### src/rtl/ysyx_22050019_dmem_axi_bridge.sv
// ----------------------------------------------------------------------------
// ysyx_22050019_dmem_axi_bridge
//
// Converts the LSU's level-style data-memory request into single AXI4-Lite
// read or write transactions. One transaction is outstanding at a time; the
// pipeline is held through stall_o until the transaction ends, which is
// marked by a one-cycle done_o pulse (with err_o qualifying it).
//
// Ports
//   clk, rst_n              clock, synchronous active-low reset
//   req_valid_i             MEM stage holds a valid instruction
//   ram_re_i / ram_we_i     load / store request (store wins if both set)
//   ram_addr_i[63:0]        byte address
//   ram_wdata_i[63:0]       store data, low-aligned
//   wmask_i[7:0]            store byte mask, low-aligned
//   ram_rdata_o[63:0]       load data shifted down to byte lane 0
//   done_o, err_o           end-of-transaction pulse and its error flag
//   stall_o                 pipeline hold
//   m_axi_aw*/w*/b*/ar*/r*  AXI4-Lite master channels
//   dbg_state[2:0]          current FSM state, for observation only
//
// Handshake rule on every AXI channel: a beat transfers on a rising edge
// where both valid and ready are 1. A raised valid, and the payload it
// qualifies, stay unchanged until that edge; valid never waits on ready.
// ----------------------------------------------------------------------------
module ysyx_22050019_dmem_axi_bridge #(
    parameter int ADDR_W      = 32,
    parameter bit ALIGN_ADDR  = 1'b1,
    parameter int TIMEOUT_CYC = 0
) (
    input  logic              clk,
    input  logic              rst_n,
    input  logic              req_valid_i,
    input  logic              ram_re_i,
    input  logic              ram_we_i,
    input  logic [63:0]       ram_addr_i,
    input  logic [63:0]       ram_wdata_i,
    input  logic [7:0]        wmask_i,
    output logic [63:0]       ram_rdata_o,
    output logic              done_o,
    output logic              err_o,
    output logic              stall_o,
    output logic              m_axi_awvalid,
    input  logic              m_axi_awready,
    output logic [ADDR_W-1:0] m_axi_awaddr,
    output logic              m_axi_wvalid,
    input  logic              m_axi_wready,
    output logic [63:0]       m_axi_wdata,
    output logic [7:0]        m_axi_wstrb,
    input  logic              m_axi_bvalid,
    output logic              m_axi_bready,
    input  logic [1:0]        m_axi_bresp,
    output logic              m_axi_arvalid,
    input  logic              m_axi_arready,
    output logic [ADDR_W-1:0] m_axi_araddr,
    input  logic              m_axi_rvalid,
    output logic              m_axi_rready,
    input  logic [63:0]       m_axi_rdata,
    input  logic [1:0]        m_axi_rresp,
    output logic [2:0]        dbg_state
);

    typedef enum logic [2:0] {
        IDLE    = 3'd0,
        RD_ADDR = 3'd1,
        RD_DATA = 3'd2,
        WR_REQ  = 3'd3,
        WR_RESP = 3'd4
    } state_t;

    localparam bit          TMO_EN   = (TIMEOUT_CYC > 0);
    localparam logic [31:0] TMO_LAST = TMO_EN ? 32'(TIMEOUT_CYC - 1) : 32'd0;

    state_t            state;
    logic [ADDR_W-1:0] addr_q;     // issued address, already aligned if enabled
    logic [2:0]        off_q;      // byte offset used to realign load data
    logic              both_q;     // re & we were both set at accept
    logic              aw_done;
    logic              w_done;
    logic [31:0]       tmo_cnt;    // cycles spent in the current state

    logic              req_go;
    logic [ADDR_W-1:0] req_addr;
    logic              tmo_hit;
    logic              aw_fire;
    logic              w_fire;
    logic              aw_now;
    logic              w_now;
    logic              unused_addr;

    // A request is taken only in IDLE and never in the done_o cycle, so the
    // pipeline sees exactly one un-stalled cycle per completed transaction.
    assign req_go = (state == IDLE) & req_valid_i & (ram_re_i | ram_we_i) & ~done_o;

    always_comb begin
        req_addr = ram_addr_i[ADDR_W-1:0];
        if (ALIGN_ADDR) begin
            req_addr[2:0] = 3'b000;
        end
    end

    // Bits above ADDR_W are intentionally dropped.
    assign unused_addr = ^ram_addr_i;

    // The abort fires on the edge at which the counter would reach TIMEOUT_CYC.
    assign tmo_hit = TMO_EN && (tmo_cnt == TMO_LAST);

    assign aw_fire = m_axi_awvalid & m_axi_awready;
    assign w_fire  = m_axi_wvalid & m_axi_wready;
    assign aw_now  = aw_done | aw_fire;
    assign w_now   = w_done | w_fire;

    assign stall_o      = (state != IDLE) | req_go;
    assign m_axi_araddr = addr_q;
    assign m_axi_awaddr = addr_q;
    assign dbg_state    = state;

    always_ff @(posedge clk) begin
        if (!rst_n) begin
            state         <= IDLE;
            addr_q        <= '0;
            off_q         <= 3'd0;
            both_q        <= 1'b0;
            aw_done       <= 1'b0;
            w_done        <= 1'b0;
            tmo_cnt       <= 32'd0;
            ram_rdata_o   <= 64'd0;
            done_o        <= 1'b0;
            err_o         <= 1'b0;
            m_axi_awvalid <= 1'b0;
            m_axi_wvalid  <= 1'b0;
            m_axi_wdata   <= 64'd0;
            m_axi_wstrb   <= 8'd0;
            m_axi_bready  <= 1'b0;
            m_axi_arvalid <= 1'b0;
            m_axi_rready  <= 1'b0;
        end else begin
            done_o <= 1'b0;
            err_o  <= 1'b0;
            case (state)
                IDLE: begin
                    tmo_cnt <= 32'd0;
                    if (req_go) begin
                        addr_q      <= req_addr;
                        off_q       <= ram_addr_i[2:0];
                        both_q      <= ram_re_i & ram_we_i;
                        // Lane-align store data and mask; anything pushed
                        // past lane 7 falls off the top.
                        m_axi_wdata <= ram_wdata_i << {ram_addr_i[2:0], 3'b000};
                        m_axi_wstrb <= wmask_i << ram_addr_i[2:0];
                        if (ram_we_i) begin
                            state         <= WR_REQ;
                            m_axi_awvalid <= 1'b1;
                            m_axi_wvalid  <= 1'b1;
                            aw_done       <= 1'b0;
                            w_done        <= 1'b0;
                        end else begin
                            state         <= RD_ADDR;
                            m_axi_arvalid <= 1'b1;
                        end
                    end
                end

                RD_ADDR: begin
                    if (m_axi_arready) begin
                        m_axi_arvalid <= 1'b0;
                        m_axi_rready  <= 1'b1;
                        state         <= RD_DATA;
                        tmo_cnt       <= 32'd0;
                    end else if (tmo_hit) begin
                        m_axi_arvalid <= 1'b0;
                        done_o        <= 1'b1;
                        err_o         <= 1'b1;
                        state         <= IDLE;
                        tmo_cnt       <= 32'd0;
                    end else if (TMO_EN) begin
                        tmo_cnt <= tmo_cnt + 32'd1;
                    end
                end

                RD_DATA: begin
                    if (m_axi_rvalid) begin
                        m_axi_rready <= 1'b0;
                        ram_rdata_o  <= m_axi_rdata >> {off_q, 3'b000};
                        done_o       <= 1'b1;
                        err_o        <= (m_axi_rresp != 2'b00);
                        state        <= IDLE;
                        tmo_cnt      <= 32'd0;
                    end else if (tmo_hit) begin
                        m_axi_rready <= 1'b0;
                        done_o       <= 1'b1;
                        err_o        <= 1'b1;
                        state        <= IDLE;
                        tmo_cnt      <= 32'd0;
                    end else if (TMO_EN) begin
                        tmo_cnt <= tmo_cnt + 32'd1;
                    end
                end

                WR_REQ: begin
                    // AW and W complete independently; each valid drops
                    // right after its own handshake.
                    if (aw_fire) begin
                        m_axi_awvalid <= 1'b0;
                        aw_done       <= 1'b1;
                    end
                    if (w_fire) begin
                        m_axi_wvalid <= 1'b0;
                        w_done       <= 1'b1;
                    end
                    if (aw_now && w_now) begin
                        m_axi_bready <= 1'b1;
                        state        <= WR_RESP;
                        tmo_cnt      <= 32'd0;
                    end else if (tmo_hit) begin
                        m_axi_awvalid <= 1'b0;
                        m_axi_wvalid  <= 1'b0;
                        done_o        <= 1'b1;
                        err_o         <= 1'b1;
                        state         <= IDLE;
                        tmo_cnt       <= 32'd0;
                    end else if (TMO_EN) begin
                        tmo_cnt <= tmo_cnt + 32'd1;
                    end
                end

                WR_RESP: begin
                    if (m_axi_bvalid) begin
                        m_axi_bready <= 1'b0;
                        done_o       <= 1'b1;
                        // A request that had both re and we set reports an
                        // error even though the store itself went out.
                        err_o        <= (m_axi_bresp != 2'b00) | both_q;
                        state        <= IDLE;
                        tmo_cnt      <= 32'd0;
                    end else if (tmo_hit) begin
                        m_axi_bready <= 1'b0;
                        done_o       <= 1'b1;
                        err_o        <= 1'b1;
                        state        <= IDLE;
                        tmo_cnt      <= 32'd0;
                    end else if (TMO_EN) begin
                        tmo_cnt <= tmo_cnt + 32'd1;
                    end
                end

                default: begin
                    m_axi_awvalid <= 1'b0;
                    m_axi_wvalid  <= 1'b0;
                    m_axi_bready  <= 1'b0;
                    m_axi_arvalid <= 1'b0;
                    m_axi_rready  <= 1'b0;
                    state         <= IDLE;
                    tmo_cnt       <= 32'd0;
                end
            endcase
        end
    end

endmodule

### config.mk
export PLATFORM = sky130hd
export DESIGN_NAME = ysyx_22050019_dmem_axi_bridge
export DESIGN_NICKNAME = d
export VERILOG_FILES = /design/src/rtl/ysyx_22050019_dmem_axi_bridge.sv
export SDC_FILE = /design/constraint.sdc
export NUM_CORES = 1
export LEC_CHECK = 0
export ABC_AREA = 1
export CORE_AREA = 2 2 190 192
export CTS_BUF_LIST = sky130_fd_sc_hd__clkbuf_16
export DETAILED_ROUTE_END_ITERATION = 7
export DIE_AREA = 0 0 192 194
export MAX_ROUTING_LAYER = met4
export SLEW_MARGIN = 10
export SYNTH_ARGS = -nofsm -noshare
export SYNTH_HDL_FRONTEND = slang
export SYNTH_SLANG_ARGS = --single-unit
### constraint.sdc
create_clock -name clk -period 3.92 [get_ports clk]
set_clock_uncertainty 0.15 [all_clocks]
set_input_delay 0.98 -clock clk [delete_from_list [all_inputs] [get_ports clk]]
set_output_delay 0.98 -clock clk [all_outputs]
set_load 0.1 [all_outputs]
==> results.py, run 1 <==
metrics = {
    "synth": {
        "avgSynthCellArea_sq_um": 6.26,
        "ys_types": 31,
        "yosysSeqAreaShare": 0.349,
        "yosys.area_share.simple": 0.415,
        "synth_mux_area_frac": 0,
        "synth_cells": 1658,
        "synth_top_family_by_area": "simple AND/OR/NAND/NOR gates",
        "yosys.area_share.xor_xnor": 0,
        "synth_compound_area_frac": 0.130,
        "yosysWarnings": 0,
        "synth_seq_cells": 181,
        "synth_fa_ha_area_frac": 0,
        "syn_area_sq_um": 10400,
    },
    "clock_tree": {
        "clk_latency_ps": 450,
        "cts_buffers": 17,
        "h-tree-depth": 4,
        "cts_resized": 0,
        "cts_setup_buffers": 0,
        "clk_pin_slew_ps": 70,
        "cts-root-buf": "clkbuf_16",
        "cts_tree": "yes",
        "clkSinkCount": 181,
        "ctsLongestPathBuffers": 2,
        "ctsHoldBuffers": 0,
    },
    "drt": {
        "routed_via_density": 4.89,
        "drc_errors": 0,
        "antenna_left": 0,
        "drt-total-wl_um": 42000,
        "wl_per_cell_um": 17.4,
        "num_vias": 11800,
        "drt_iter0_drc": 883,
        "dr.pass1.iters": 5,
    },
    "floorplan": {
        "die_h_um": 194,
        "die_w_um": 192,
        "design.portCount": 425,
        "die_area_sq_um": 37200,
        "num_rows": 69,
        "start_util": 0.295,
        "fp.coreArea_sq_um": 35200,
    },
    "global_routing": {
        "grt_pass1_wl_um": 63300,
        "grt_pass1_vias": 10900,
        "antenna_found_initial": 7,
        "grt_usage": 0.227,
        "overflow": 0,
        "grt_start_max_net_pins": 81,
    },
    "worst_setup_path": {
        "cpPeakStageDelay_ps": 490,
        "end_kind": "primary output",
        "crit_top_cell": "nand2_1",
        "cp_slowest_cell": "clkdlybuf4s50_1",
        "crit_fanout": 2,
        "start_kind": "input port",
        "crit_cells": 6,
        "path_cells": "clkdlybuf4s50_1, inv_1, nor2_1, nand2_1, nand2_1, buf_12",
        "reg2regPathDepth": 5,
        "worstPathArrival_ps": 2060,
        "worstPathRequired_ps": 2790,
        "path_delay_family": "buffers and inverters",
        "path_buf_inv": 3,
        "path_class": "input port to primary output",
    },
    "timing": {
        "hold_viol_final": 0,
        "fin_crit_ps": 3190,
        "slew_viol_final": 0,
        "layout_setup_ws_ps": 730,
        "worst_pin_slew_ps": 1160,
        "period_share": 0.814,
        "setup_viol": 0,
        "clock.fmax_mhz": 314,
        "slew_headroom": 0.222,
        "fin_setup_tns_ps": 0,
        "rsz0062_at_grt": "no",
        "fin_hold_ws_ps": 313,
    },
    "layout": {
        "area_growth_pct": 40.7,
        "layout.nets": 2154,
        "final_cell_mix": "nand2_1, clkdlybuf4s50_1, nand3_1, dfxtp_1, nor2_1",
        "final_area_sq_um": 14600,
        "drive_gt1_frac": 0.104,
        "final_common_cell": "nand2_1",
    },
    "place": {
        "port_buffers": 386,
        "place_area_sq_um": 14100,
        "gp_congestion": 0.903,
        "hpwl_um": 30600,
        "place_ws_ps": 665,
    },
    "job": {
        "maxCapViolations": 0,
    },
    "pwr": {
        "ir_drop_mv": 0.518,
        "p_leak_nw": 6.29,
        "powerDensity_nw_per_um2": 652,
        "power_w": 0.00953,
    },
    "min_path": {
        "hold_class": "register to register",
        "worstHoldPathCells": 2,
    },
    "status": {
        "status": "finished clean",
    },
}
[cells in the mapped netlist]
| library cell | number | area, sq um |
|---|---|---|
| nand2_1 | 605 | 2270 |
| nand3_1 | 223 | 1120 |
| dfxtp_1 | 181 | 3620 |
| nor2_1 | 153 | 574 |
| a21oi_1 | 95 | 475 |
| o21ai_0 | 80 | 400 |
| inv_1 | 65 | 244 |
| clkbuf_1 | 64 | 240 |
| buf_4 | 42 | 315 |
| buf_2 | 29 | 145 |
| a21oi_2 | 27 | 236 |
| nand3_2 | 19 | 190 |
| a22oi_1 | 14 | 105 |
| o211ai_1 | 14 | 105 |
| nand2_2 | 11 | 68.8 |
| buf_1 | 8 | 30.0 |
| buf_6 | 6 | 67.6 |
| inv_2 | 4 | 15.0 |
| a31oi_1 | 2 | 12.5 |
| buf_8 | 2 | 30.0 |
| clkinv_1 | 2 | 7.51 |
| nor2_2 | 2 | 12.5 |
| nor2_8 | 2 | 40.0 |
| a211oi_1 | 1 | 7.51 |
| conb_1 | 1 | 3.75 |
| nand2_4 | 1 | 11.3 |
| nand3b_1 | 1 | 7.51 |
| nand4_1 | 1 | 6.26 |
| nor2_4 | 1 | 11.3 |
| nor3_1 | 1 | 5.00 |
| o21a_1 | 1 | 7.51 |
[cell type report]
type,instances,area [sq um]
fill,3734,20600
clock inverter,13,113
multi-input combinational,1260,5700
tap,461,577
antenna,7,17.5
timing repair buffer,409,3890
sequential,181,3620
inverter,71,269
clock buffer,17,425
[layer usage]
metal	vias up	global-route usage	share of wire
met5	-	-	0
met4	0	0.0755	0.023
met3	54	0.0527	0.076
met2	480	0.354	0.47
met1	5398	0.288	0.43
li1	5899	-	-
[worst paths after layout]
kind	slack (ps)	from	endpoint
setup / recovery	730	req_valid_i	stall_o
hold / removal	310	m_axi_wdata[63]	m_axi_wdata[63]
setup reg to reg	1460	dbg_state[1]	ram_rdata_o[43]
hold reg to reg	310	m_axi_wdata[63]	m_axi_wdata[63]
[metrics by stage]
step	std cells	utilization
floorplan	1663	-
global placement	2382	0.399
detailed placement	2382	0.399
CTS	2412	0.414
global route	2419	0.415
finish	2419	0.415
[worst reg2reg max path, delay by kind of cell, from the launching register on]
kind	cells	cell delay, ps
AND/OR/NAND/NOR	3	1170
flip-flops	1	570
buffers and inverters	1	330
AO/OA/AOI/OAI	1	180
[cells by family (layout without fill, tap and decap cells)]
logic type | after synthesis | count (layout)
AOI/OAI and AO/OA | 234 | 234
other | 1 | 13
and+or+nand+nor | 1020 | 1020
DFF | 181 | 181
buffers and inverters | 222 | 510
[registers in the layout, indices dropped and copies added (netlist names)]
register / cells
off_q: 3
m_axi_araddr: 29
m_axi_arvalid: 1
both_q: 1
m_axi_rready: 1
aw_done: 1
err_o: 1
dbg_state: 3
m_axi_awvalid: 1
m_axi_bready: 1
ram_rdata_o: 64
m_axi_wstrb: 8
m_axi_wvalid: 1
done_o: 1
m_axi_wdata: 64
w_done: 1
[where the power goes]
part	internal, W	total (W)	switching, W	leakage [nW]
Combinational	0.00129	0.00552	0.00423	4.56
Sequential	0.00213	0.00235	0.000224	1.47
Clock	0.000866	0.00166	0.000790	0.256
Total	0.00428	0.00953	0.00525	6.29
No activity file was read; power rests on OpenSTA's default activity.
==> inputs of run 2 (changes only) <==
Clock period 3.92 ns to 2.75 ns, I/O delays scaled along.
==> run 2 against run 1 <==
First-iteration DRC count fell by 20%. Sequential power rose by 43%. Highest routed layer unchanged. Utilization barely moved. Combinational power rose by 43%. Non-clock buffer count rose by 11. Largest power group unchanged. Largest cell class unchanged.
==> results.py, run 2 (synthesized netlist as in run 1, its figures left out) <==
metrics = {
    "timing": {
        "slew_headroom": 0.503,
        "fin_crit_ps": 2620,
        "setup_viol": 0,
        "worst_pin_slew_ps": 745,
        "fin_hold_ws_ps": 314,
        "clock.fmax_mhz": 382,
        "period_share": 0.951,
        "fin_setup_tns_ps": 0,
        "layout_setup_ws_ps": 135,
        "rsz0062_at_grt": "no",
        "hold_viol_final": 0,
        "slew_viol_final": 0,
    },
    "worst_setup_path": {
        "cpPeakStageDelay_ps": 500,
        "crit_fanout": 2,
        "crit-reg2reg-launch": "dbg_state[2]",
        "reg2regPathDepth": 10,
        "worstPathRequired_ps": 1910,
        "worstPathArrival_ps": 1780,
        "path_class": "input port to primary output",
        "endpoint": "stall_o",
        "cp_slowest_cell": "clkdlybuf4s50_1",
        "path_cells": "clkdlybuf4s50_1, inv_1, nor2_1, nand2_1, nand2_1, buf_12",
        "critPathLaunch": "req_valid_i",
        "crit_top_cell": "nand2_1",
        "rr_endpoint": "m_axi_wdata[45]",
        "regToRegSetupSlack_ps": 930,
        "start_kind": "input port",
        "end_kind": "primary output",
    },
    "clock_tree": {
        "h-tree-depth": 4,
        "cts_tree": "yes",
        "ctsLongestPathBuffers": 2,
        "clk_latency_ps": 440,
        "clkSinkCount": 181,
        "cts_resized": 0,
        "clk_pin_slew_ps": 60,
        "cts_buffers": 17,
        "ctsHoldBuffers": 0,
        "cts-root-buf": "clkbuf_16",
        "cts_setup_buffers": 0,
    },
    "floorplan": {
        "die_area_sq_um": 37200,
        "die_h_um": 194,
        "fp.coreArea_sq_um": 35200,
        "start_util": 0.295,
        "die_w_um": 192,
        "num_rows": 69,
        "design.portCount": 425,
    },
    "drt": {
        "antenna_left": 0,
        "drc_errors": 0,
        "wl_met2_um": 19600,
        "wl_per_cell_um": 17.4,
        "met1_length_um": 18300,
        "wl_met3_um": 3300,
        "routed_via_density": 4.84,
        "dr.pass1.iters": 7,
        "top_layer": "met4",
        "num_vias": 11800,
        "drt-total-wl_um": 42300,
        "drt_iter0_drc": 704,
    },
    "place": {
        "gp_congestion": 0.939,
        "place_ws_ps": 102,
        "port_buffers": 386,
        "hpwl_um": 31200,
    },
    "layout": {
        "multiInputGateArea_sq_um": 5700,
        "postLayoutCoreUtil": 0.415,
        "final_common_cell": "nand2_1",
        "final_cell_mix": "nand2_1, nand3_1, buf_4, clkdlybuf4s50_1, dfxtp_1",
        "drive_gt1_frac": 0.177,
        "area_growth_pct": 40.9,
        "layout.nets": 2165,
        "seq_area_sq_um": 3630,
        "fill_cells": 3780,
    },
    "job": {
        "maxCapViolations": 0,
    },
    "global_routing": {
        "antenna_found_initial": 7,
        "overflow": 0,
        "grt_pass1_vias": 10800,
        "grt_pass1_wl_um": 63400,
        "grt_start_max_net_pins": 80,
        "grt_usage": 0.227,
    },
    "pwr": {
        "powerDensity_nw_per_um2": 952,
        "power_w": 0.0139,
        "ir_drop_mv": 0.622,
        "p_leak_nw": 6.69,
    },
    "min_path": {
        "hold_class": "register to register",
    },
    "status": {
        "status": "finished clean",
    },
}
-- run 2: cell count changes in the layout (fill, tap and decap cells not counted), moves of 3 or more --
cell,delta
clkdlybuf4s50_1,-128
buf_4,+126
buf_12,+13
bufinv_16,+3
dfxtp_1,-3
dfxtp_2,+3
-- run 2: cell type report --
type                       instances  area share
tap                              461      0.0394
timing repair buffer             420       0.261
antenna                            7     0.00120
clock buffer                      17      0.0291
multi-input combinational       1260       0.389
clock inverter                    15      0.0138
inverter                          71      0.0184
sequential                       181       0.248
-- run 2: critical path, delay by kind of cell --
family	cells	cell delay [ps]
and+or+nand+nor	3	340
buffers and inverters	3	750
-- run 2: worst min path at each step --
stage                     slack (ps)               to  cells after the start       startpoint
final                            310   m_axi_wstrb[6]                      2   m_axi_wstrb[6]
after global routing             340  m_axi_wdata[55]                      2  m_axi_wdata[55]
after detailed placement         300           w_done                      2           w_done
after floorplan                  290          aw_done                      2          aw_done
after CTS                        320           w_done                      2           w_done
after global placement           300          aw_done                      2          aw_done
-- run 2: report_power, final --
group	total, W	internal (W)	switching (W)	leakage [nW]
Sequential	0.00336	0.00304	0.000325	1.47
Combinational	0.00788	0.00183	0.00605	4.92
Clock	0.00269	0.00153	0.00116	0.300
-- run 2: metrics by stage --
step                instance area, sq um  instances
finish                             14600       2432
CTS                                14600       2425
detailed placement                 14000       2393
floorplan                          10400       1663
global route                       14600       2432
global placement                   14000       2393
-- run 2: per-layer routing --
layer / up-vias / track usage
met5: - / -
met2: 462 / 0.349
li1: 5911 / -
met3: 53 / 0.0501
met1: 5356 / 0.293
met4: 0 / 0.0797
==> inputs of run 3 (changes only) <==
Settings changed: CELL_PAD_IN_SITES_DETAIL_PLACEMENT set to 1, CELL_PAD_IN_SITES_GLOBAL_PLACEMENT set to 2, CORE_AREA 2 2 190 192 to 2 2 231 233, DIE_AREA 0 0 192 194 to 0 0 233 235, PLACE_DENSITY_LB_ADDON set to 0.1, RECOVER_POWER set to 100.
==> run 3 against run 2 <==
Final cell count rose by 10%. Via count is 1.6% higher. Power shrank 1.2%. Maximum frequency increased by 0.27%. Non-clock buffer count is 20 higher. Utilization fell by 14 points. Critical path depth unchanged. Die area is 47% higher. Clock power is 3% lower. Largest cell class unchanged.
==> results.py, run 3 (synthesized netlist as in run 1, its figures left out) <==
metrics = {
    "layout": {
        "final_cell_mix": "nand2_1, nand3_1, clkbuf_2, dfxtp_1, clkdlybuf4s50_1",
        "instances_no_fill": 2684,
        "layout.nets": 2185,
        "fill_cells": 6547,
        "seq_area_sq_um": 3630,
        "area_growth_pct": 38.1,
        "final_common_cell": "nand2_1",
        "drive_gt1_frac": 0.167,
        "postLayoutCoreUtil": 0.275,
        "multiInputGateArea_sq_um": 5580,
    },
    "clock_tree": {
        "h-tree-depth": 4,
        "clkSinkCount": 181,
        "cts_tree": "yes",
        "cts_resized": 0,
        "clk_pin_slew_ps": 70,
        "cts_setup_buffers": 0,
        "ctsLongestPathBuffers": 2,
        "cts-root-buf": "clkbuf_16",
        "ctsHoldBuffers": 0,
        "cts_buffers": 17,
        "clk_latency_ps": 470,
    },
    "pwr": {
        "sw_frac_of_total": 0.568,
        "p_leak_nw": 6.55,
        "p_seq_frac": 0.244,
        "combinationalPowerShare": 0.565,
        "internal_power_w": 0.00595,
        "clkPwrFrac": 0.191,
        "powerDensity_nw_per_um2": 959,
        "ir_drop_mv": 0.524,
        "netSwitchingPower_w": 0.00781,
        "power_w": 0.0138,
    },
    "timing": {
        "worst_pin_slew_ps": 703,
        "setup_viol": 0,
        "fin_crit_ps": 2610,
        "hold_viol_final": 0,
        "fin_setup_tns_ps": 0,
        "slew_headroom": 0.532,
        "slew_viol_final": 0,
        "period_share": 0.948,
        "rsz0062_at_grt": "no",
        "clock.fmax_mhz": 383,
        "layout_setup_ws_ps": 142,
    },
    "floorplan": {
        "start_util": 0.199,
        "die_area_sq_um": 54800,
        "die_h_um": 235,
        "fp.coreArea_sq_um": 52200,
        "die_w_um": 233,
        "num_rows": 84,
        "design.portCount": 425,
    },
    "global_routing": {
        "grt_util_met1": 0.220,
        "antenna_found_initial": 12,
        "grt_usage": 0.198,
        "grt_busiest_layer": "met2",
        "grt_pass1_wl_um": 78300,
        "grt_start_max_net_pins": 81,
        "met3_usage": 0.0507,
        "grt_pass1_vias": 12600,
        "grt_use_met2": 0.354,
        "overflow": 0,
    },
    "drt": {
        "routed_via_density": 4.46,
        "drc_errors": 0,
        "drt-total-wl_um": 53000,
        "wl_per_cell_um": 19.8,
        "dr.pass1.iters": 4,
        "drt_iter0_drc": 455,
        "antenna_left": 0,
        "num_vias": 12000,
    },
    "place": {
        "dp.cells": 2640,
        "hpwl_um": 41100,
        "place_ws_ps": 9.59,
        "port_buffers": 386,
        "gp_congestion": 0.817,
    },
    "worst_setup_path": {
        "rr_endpoint": "m_axi_wdata[44]",
        "crit-reg2reg-launch": "dbg_state[1]",
        "worstPathArrival_ps": 1770,
        "crit_fanout": 4,
        "worstPathRequired_ps": 1910,
        "path_class": "input port to primary output",
        "end_kind": "primary output",
        "start_kind": "input port",
        "regToRegSetupSlack_ps": 350,
        "reg2regPathDepth": 10,
    },
    "status": {
        "status": "finished clean",
    },
    "min_path": {
        "worstHoldPathCells": 2,
        "hold_class": "register to register",
        "worstHoldStart": "w_done",
        "hold_path_end": "w_done",
    },
    "job": {
        "maxCapViolations": 0,
    },
}
==> run 3: worst max-delay path by stage <==
stage | start | endpoint | slack [ps]
after global placement | ram_we_i | m_axi_wdata[43] | 60
after global routing | ram_we_i | m_axi_wdata[35] | 50
after detailed placement | ram_we_i | m_axi_wdata[43] | 10
final | ram_we_i | stall_o | 140
after CTS | ram_we_i | stall_o | 150
after floorplan | dbg_state[2] | stall_o | 170
==> run 3: metal layers <==
metal  part of all wire  up-vias
li1                   -     5968
met5                  0        -
met4              0.013        0
met2               0.52      223
met1               0.42     5743
met3              0.050       38
==> run 3: area by class of cell <==
type	instances	share of cell area
Multi-Input combinational cell	1260	0.389
Sequential cell	181	0.253
Timing Repair Buffer	440	0.236
Tap cell	688	0.0600
Clock buffer	17	0.0297
Inverter	71	0.0187
Clock inverter	14	0.0116
Antenna cell	13	0.00227
==> run 3: critical path, stage by stage <==
cell and delay (ps):
clkdlybuf4s50_1 540, inv_1 60, nand2_1 70, nand2_1 50, nand2_1 120, buf_6 240
==> run 3: stage by stage <==
stage                     cell area [sq um]  hold slack, ps
after global placement                14400             301
final                                 14300             316
after CTS                             15000             320
after floorplan                       10400             291
after global routing                  14300             338
after detailed placement              14400             308
==> run 3: power groups by stage <==
stage                     combinational, W  sequential, W  clock [W]
after global routing               0.00829        0.00342    0.00285
after global placement             0.00826        0.00344          0
after floorplan                    0.00340        0.00606          0
final                              0.00777        0.00336    0.00262
after detailed placement           0.00829        0.00345          0
after CTS                          0.00831        0.00339    0.00277
